===== config.mk =====
export PLATFORM = sky130hd
export DESIGN_NAME = scan_shift_ctrl
export DESIGN_NICKNAME = d
export VERILOG_FILES = /design/src/rtl/scan_ctrl_pkg.sv /design/src/rtl/scan_misr.sv /design/src/rtl/scan_shift_ctrl.sv
export SDC_FILE = /design/constraint.sdc
export NUM_CORES = 1
export LEC_CHECK = 0
export CAP_MARGIN = 20
export CORE_MARGIN = 2
export CORE_UTILIZATION = 45
export CTS_CLUSTER_DIAMETER = 200
export DETAILED_ROUTE_END_ITERATION = 6
export DONT_BUFFER_PORTS = 1
export GPL_ROUTABILITY_DRIVEN = 0
export REMOVE_ABC_BUFFERS = 1
export SLEW_MARGIN = 20
export SYNTH_ARGS = -nofsm -noshare
export SYNTH_HDL_FRONTEND = slang
export SYNTH_SLANG_ARGS = --single-unit
export TNS_END_PERCENT = 5

===== constraint.sdc =====
create_clock -name CLK -period 4.55 [get_ports CLK]
set_input_delay 0.91 -clock CLK [delete_from_list [all_inputs] [get_ports CLK]]
set_output_delay 0.91 -clock CLK [all_outputs]
set_load 0.01 [all_outputs]

===== src/rtl/scan_ctrl_pkg.sv =====
// Shared types and constants for the scan shift controller and its MISR.
package scan_ctrl_pkg;
    typedef enum logic [1:0] {IDLE, SHIFT, RESP, CAPTURE} state_t;
    typedef enum logic {PAT, FLUSH} mode_t;

    localparam logic [31:0] MISR_POLY = 32'h04C11DB7;
    localparam int          PAT_CNT_W = 16;
endpackage


===== src/rtl/scan_misr.sv =====
// Multiple-input signature register compacting the chain scan-out stream.
module scan_misr
    import scan_ctrl_pkg::*;
#(
    parameter int         W    = 32,
    parameter logic [W-1:0] POLY = W'(MISR_POLY)
) (
    input  logic         clk,
    input  logic         rst,
    input  logic         en,
    input  logic         din,
    output logic [W-1:0] sig
);

    always_ff @(posedge clk or posedge rst) begin
        if (rst) begin
            sig <= '0;
        end else if (en) begin
            sig <= {sig[W-2:0], 1'b0} ^ (sig[W-1] ? POLY : '0) ^ W'(din);
        end
    end

endmodule


===== src/rtl/scan_shift_ctrl.sv =====
// Scan load/unload sequencer: shifts patterns into an SDFF chain, unloads responses, pulses capture.
// Optional SO signature compaction is built when SCAN_MISR_EN is defined.
//
//   state   | meaning
//   IDLE    | waiting for a pattern or a flush request
//   SHIFT   | SE=1, chain clocked, pattern in / response out
//   RESP    | response word held for the consumer, chain frozen
//   CAPTURE | SE=0, chain clocked for CAPTURE_CYCLES cycles
module scan_shift_ctrl
    import scan_ctrl_pkg::*;
#(
    parameter int   CHAIN_LEN      = 8,
    parameter int   CAPTURE_CYCLES = 1,
    parameter logic FILL_VALUE     = 1'b0,
    parameter int   MISR_W         = 32
) (
    input  logic                 CLK,
    input  logic                 RST,
    input  logic                 pat_valid,
    output logic                 pat_ready,
    input  logic [CHAIN_LEN-1:0] pat_data,
    input  logic                 flush,
    output logic                 SE,
    output logic                 SI,
    input  logic                 SO,
    output logic                 chain_cen,
    output logic                 resp_valid,
    input  logic                 resp_ready,
    output logic [CHAIN_LEN-1:0] resp_data,
    output logic                 busy,
    output logic [PAT_CNT_W-1:0] pat_count,
    output logic [MISR_W-1:0]    signature
);

    localparam int CNT_MAX = (CHAIN_LEN > CAPTURE_CYCLES) ? CHAIN_LEN : CAPTURE_CYCLES;
    localparam int CNT_W   = $clog2(CNT_MAX);

    state_t               state, state_nxt;
    mode_t                mode, mode_nxt;
    logic                 have_prev, have_prev_nxt;
    logic                 armed;
    logic [CHAIN_LEN-1:0] sreg;
    logic [CNT_W-1:0]     cnt;

    always_comb begin
        state_nxt     = state;
        mode_nxt      = mode;
        have_prev_nxt = have_prev;
        case (state)
            IDLE: begin
                // A simultaneous flush is dropped in favour of the pattern.
                if (armed && pat_valid) begin
                    state_nxt = SHIFT;
                    mode_nxt  = PAT;
                end else if (armed && flush && have_prev) begin
                    state_nxt = SHIFT;
                    mode_nxt  = FLUSH;
                end
            end
            SHIFT: begin
                if (cnt == '0) begin
                    if (have_prev)        state_nxt = RESP;
                    else if (mode == PAT) state_nxt = CAPTURE;
                    else                  state_nxt = IDLE;
                end
            end
            RESP: begin
                if (resp_ready) begin
                    if (mode == PAT) begin
                        state_nxt = CAPTURE;
                    end else begin
                        state_nxt     = IDLE;
                        have_prev_nxt = 1'b0;
                    end
                end
            end
            CAPTURE: begin
                if (cnt == '0) begin
                    state_nxt     = IDLE;
                    have_prev_nxt = 1'b1;
                end
            end
            default: state_nxt = IDLE;
        endcase
    end

    always_ff @(posedge CLK or posedge RST) begin
        if (RST) begin
            state     <= IDLE;
            mode      <= PAT;
            have_prev <= 1'b0;
            armed     <= 1'b0;
        end else begin
            state     <= state_nxt;
            mode      <= mode_nxt;
            have_prev <= have_prev_nxt;
            armed     <= 1'b1;
        end
    end

    always_ff @(posedge CLK or posedge RST) begin
        if (RST) begin
            sreg      <= '0;
            cnt       <= '0;
            pat_count <= '0;
        end else begin
            if (state == IDLE && state_nxt == SHIFT) begin
                sreg <= (mode_nxt == PAT) ? pat_data : {CHAIN_LEN{FILL_VALUE}};
                cnt  <= CNT_W'(CHAIN_LEN - 1);
            end else begin
                if (state == SHIFT)
                    sreg <= {sreg[CHAIN_LEN-2:0], SO};
                if (state_nxt == CAPTURE && state != CAPTURE)
                    cnt <= CNT_W'(CAPTURE_CYCLES - 1);
                else if (cnt != '0)
                    cnt <= cnt - CNT_W'(1);
            end
            if (state == CAPTURE && cnt == '0)
                pat_count <= pat_count + PAT_CNT_W'(1);
        end
    end

    assign busy       = (state != IDLE);
    assign pat_ready  = armed && (state == IDLE);
    assign SE         = (state == SHIFT) || (state == RESP);
    assign chain_cen  = (state == SHIFT) || (state == CAPTURE);
    assign SI         = (state == SHIFT) && sreg[CHAIN_LEN-1];
    assign resp_valid = (state == RESP);
    assign resp_data  = resp_valid ? sreg : '0;

`ifdef SCAN_MISR_EN
    logic misr_en;
    assign misr_en = (state == SHIFT) && have_prev;

    scan_misr #(
        .W    (MISR_W),
        .POLY (MISR_W'(MISR_POLY))
    ) u_misr (
        .clk (CLK),
        .rst (RST),
        .en  (misr_en),
        .din (SO),
        .sig (signature)
    );
`else
    assign signature = '0;
`endif

endmodule


### Yosys cells after proc, flatten, opt, wreduce, memory -nomap -nowiden

Index checks and enable logic that the tools add are counted.

| word-level totals | value |
|---|---|
| register bits | 32 |
| input port bits | 14 |
| output and inout bits | 62 |
| word-level logic and storage cells | 58 |

| cells by class | value |
|---|---|
| $add $sub $neg | 2 |
| eq/ne operators | 9 |
| mux-type cells | 22 |
| reductions and logical operators | 18 |

Operator list:

| cell | number |
|---|---|
| 8-bit two-way mux | 4 |
| 16-bit by 1-bit adder with 16-bit output, second input constant | 1 |
| 2-bit two-way mux | 7 |
| 3-bit two-way mux | 3 |
| 1-bit logical AND | 8 |
| 2-bit one-hot mux with 4 select lines | 1 |
| 2-bit == test, second input constant | 3 |
| 1-bit two-way mux | 6 |
| 2-bit nonzero test | 3 |
| 3-bit nonzero test | 2 |
| 2-bit by 1-bit == test with 1-bit output, second input constant | 2 |
| 2-bit by 1-bit != test with 1-bit output, second input constant | 2 |
| 2-bit != test, second input constant | 2 |
| 4-bit AND reduction | 1 |
| 3-bit zero test | 1 |
| 3-bit by 1-bit subtractor with 3-bit output, second input constant | 1 |
| 2-bit zero test | 1 |
| 1-bit logical OR | 2 |
| 1-bit one-hot mux with 2 select lines | 1 |

### Depth between registers and ports, before layout

| depth | value |
|---|---|
| depth in word-level cells | 9 |
| mapped depth | 9 |
| depth with buffers taken out | 7 |

### Worst setup path after synthesis

OpenSTA, ideal clock, no wires.

| timing path | value |
|---|---|
| path kind | in2reg |
| start | input port pat_valid |
| end | register sreg[0] |
| setup time | 0.079 ns |
| data arrival time | 2.089 ns |
| required time | 4.471 ns |
| path slack | 2.381 ns |
| cell stages on the path | 6 |
| path buffers | 1 |
| cell sequence | a21o_1 > a211oi_1 > nor2_1 > nand4bb_4 > buf_12 > mux2i_1 |

| on the way | value |
|---|---|
| cells in the longest elaborated chain, start to end | 6 |
| elaborated cells on any way between the ends | 10 |
| classes of those cells | eq/ne (1); mux (6); reduce/logical (3) |

Ends and longest elaborated chain:

| item | RTL line | source |
|---|---|---|
| start: declaration | scan_shift_ctrl.sv:19 | `input logic pat_valid,` |
| 1-bit logical AND (*) | scan_shift_ctrl.sv:52 | `if (armed && pat_valid) begin` |
| 2-bit two-way mux | scan_shift_ctrl.sv:52 |  |
| 2-bit one-hot mux with 4 select lines | scan_shift_ctrl.sv:49 | `case (state)` |
| 2-bit by 1-bit == test with 1-bit output | scan_shift_ctrl.sv:107 | `if (state == IDLE && state_nxt == SHIFT) begin` |
| 1-bit logical AND | scan_shift_ctrl.sv:107 |  |
| 8-bit two-way mux or 2-bit nonzero test (tied branches) | - |  |
| end signal: assignment | scan_shift_ctrl.sv:108 | `sreg <= (mode_nxt == PAT) ? pat_data : {CHAIN_LEN{FILL_VALUE}};` |
| end signal: assignment | scan_shift_ctrl.sv:112 | `sreg <= {sreg[CHAIN_LEN-2:0], SO};` |
| end: declaration | scan_shift_ctrl.sv:42 | `logic [CHAIN_LEN-1:0] sreg;` |

Every way passes the cells marked *; elsewhere a longest branch is shown, timed or not.
A chain may end at the register's enable or synchronous reset.

### Final worst setup path

| timing path | value |
|---|---|
| start | register state[1] |
| end | output port SI |

| on the way | value |
|---|---|
| cells in the longest elaborated chain, start to end | 2 |

Ends and longest elaborated chain:

| item | RTL line | source |
|---|---|---|
| start: declaration | scan_shift_ctrl.sv:38 | `state_t state, state_nxt;` |
| start signal: assignment | scan_shift_ctrl.sv:94 | `state <= state_nxt;` |
| 2-bit by 1-bit == test with 1-bit output | scan_shift_ctrl.sv:127 | `assign SI = (state == SHIFT) && sreg[CHAIN_LEN-1];` |
| 1-bit logical AND | scan_shift_ctrl.sv:127 |  |
| end: declaration | scan_shift_ctrl.sv:24 | `output logic SI,` |

Every way passes these cells.

==> impl_metrics.csv <==
group,metric,value,unit
status,status,"complete, no violations",
placed_design,post-place-ws,2.07,ns
layout,fin_area,2070,um^2
synthesis,netlist_area,2040,um^2
timing,fmax,380,MHz
layout,antenna_cells,0,
drt,drt_iter0_drc,35,
placed_design,dpl-instance-area,1940,um^2
placed_design,place_hpwl,2820,um
grt,grt_pass1_vias,1333,
drt,drt-wirelength-per-cell,14.6,um
timing,fin_crit_sh,57.8,%
worst_hold_path,hold_class,"reg2reg",
synthesis,synth_cell_types,37,
drt,vias,1308,
drt,routed_wl,3670,um
drt,dr_wl_met3,319,um
pwr,p_leak,1.07,nW
drt,ant_nets,0,
layout,nFillCells,411,
layout,most-common-layout-cells,"33 x conb_1, 32 x dfrtp_1, 17 x mux2i_1, 14 x nand2_1, 13 x xnor2_1",
drt,wl_met2,1920,um
timing,final-max-slew-violation-count,0,
floorplanning,die-area,5080,um^2
timing,skew,0.00868,ns
timing,min_period,2.63,ns
layout,final_util,47.5,%
grt,gr-usage-all-layers,15.0,%
clocking,numCtsBuffers,5,
floorplanning,rows,24,
grt,grt_pass1_wl,6130,um
synthesis,yosysWarnings,0,
clocking,cts_resized,0,
layout,syn_to_final_growth,1.60,%
placed_design,dp_cells,243,
synthesis,syn_inst,195,
layout,finalNonFillerCells,251,
clocking,clk_latency,0.28,ns
pwr,power,1.23,mW
synthesis,avgSynthCellArea,10.4,um^2
timing,hold_ws,0.540,ns
timing,worst_slack,1.92,ns
grt,antenna_found_initial,0,
critical_path,critPathCaptureType,"output port",
synthesis,ys_seq_elements,32,
critical_path,crit_type,"reg2out",
critical_path,cp_max_fo,12,
drt,top_layer,"met4",
pwr,power_density,596,nW/um^2
drt,wl_met1,1400,um
timing,hold_violations,0,
timing,setup-tns-final,0,ns
floorplanning,die_y,71.3,um
grt,grt_max_degree,33,
timing,slew_headroom,51.8,%
drt,viasPerCell,5.21,
clocking,ctsHoldBuffers,0,
layout,final_common_cell,"conb_1",
layout,layout-drive-gt1-share,12.6,%
timing,worstMarginPinSlew,0.722,ns
critical_path,worstSetupStartpointType,"flip-flop",
critical_path,cp.required,3.64,ns
drt,drc,0,
clocking,clkTransAtPathRegs,0.06,ns
timing,setup_viol,0,
placed_design,portBuffers,0,
timing,rsz0062_at_grt,"no",
critical_path,arrival,1.72,ns
grt,globalRouteOverflowTotal,0,
synthesis,ys_async_sr_fraction,100,%
layout,nets,220,
clocking,cts.sinks,32,
flow_run,cap_violations,0,
pwr,vdd_drop_max,0.448,mV
drt,first_pass_iters,4,
synthesis,seq_area_frac_synth,39.3,%
synthesis,synth_edf_count,0,
clocking,cts_setup_buffers,0,
clocking,clock_path_buffers,2,
synthesis,ys.flop_type,"dfrtp_1",
floorplanning,initial_core_util,46.8,%
floorplanning,io_pins,76,
floorplanning,coreArea,4350,um^2
floorplanning,die_w,71.3,um
clocking,cts_root_buffer,"clkbuf_8",
clocking,cts_tree,"built",
clocking,cts-htree-levels,2,
[report_power, final]
group	internal, mW	switching [mW]	total, mW
sequential	0.354	0.0624	0.417
combinational	0.227	0.299	0.525
clock	0.193	0.0982	0.291
[registers in the layout (all words and copies together) (netlist names)]
signal,count
have_prev,1
sreg,8
mode,1
pat_count,16
armed,1
cnt,3
state,2
[layout make-up]
cell class,count,area [um^2],share of cell area [%]
multi-input combinational,149,1040,50.1
sequential,32,801,38.7
timing repair buffer,1,7.51,0.363
clock buffer,7,96.3,4.66
inverter,9,33.8,1.63
clock inverter,1,30.0,1.45
tap,52,65.1,3.14
[per-layer routing]
layer  vias up  GRT usage, %
li1        591             -
met4         0          3.56
met5         -             0
met1       640          16.7
met2        69          27.3
met3         8          5.49
[kinds of logic (layout without fill, tap and decap cells)]
| group | count (synthesis) | count (layout) | share of synthesized area, % |
|---|---|---|---|
| AO/OA/AOI/OAI | 15 | 15 | 7.00 |
| XOR/XNOR | 16 | 16 | 6.88 |
| adder cells (fa/ha/maj) | 8 | 8 | 4.91 |
| buffers and inverters | 45 | 18 | 15.5 |
| flip-flops | 32 | 32 | 39.3 |
| multiplexers | 19 | 19 | 9.64 |
| other | 2 | 33 | 0.369 |
| AND/OR/NAND/NOR | 58 | 58 | 16.3 |
[Yosys cell counts (3+ instances only)]
cell type / n / area share, %
dfrtp_1: 32 / 39
a21oi_1: 5 / 1.2
nand2_1: 14 / 2.6
and3_1: 4 / 1.2
xor2_1: 3 / 1.3
buf_4: 33 / 12
and2_2: 8 / 2.9
inv_1: 9 / 1.7
nor2_1: 9 / 1.7
xnor2_1: 13 / 5.6
ha_1: 8 / 4.9
mux2i_1: 17 / 8.4
nand3_1: 12 / 2.9
[final timing paths]
path | from | end | slack, ns | depth (start not counted)
setup / recovery | state[1]$_DFF_PP0_ | SI | 1.92 | 3
hold / removal | pat_count[15]$_DFFE_PP0P_ | pat_count[15]$_DFFE_PP0P_ | 0.54 | 1
setup reg to reg | cnt[0]$_DFFE_PP0P_ | sreg[7]$_DFFE_PP0P_ | 2.08 | 7
hold reg to reg | pat_count[15]$_DFFE_PP0P_ | pat_count[15]$_DFFE_PP0P_ | 0.54 | 1
max in group asynchronous | RST | pat_count[11]$_DFFE_PP0P_ | 3.65 | 2
min in group asynchronous | RST | sreg[7]$_DFFE_PP0P_ | 0.60 | 2
[worst max-delay path, stage by stage (launching register included)]
cell,delay [ns]
dfrtp_1,0.47
inv_1,0.13
ha_1,0.57
and2_1,0.28
Power figures use the tool's default switching activity.
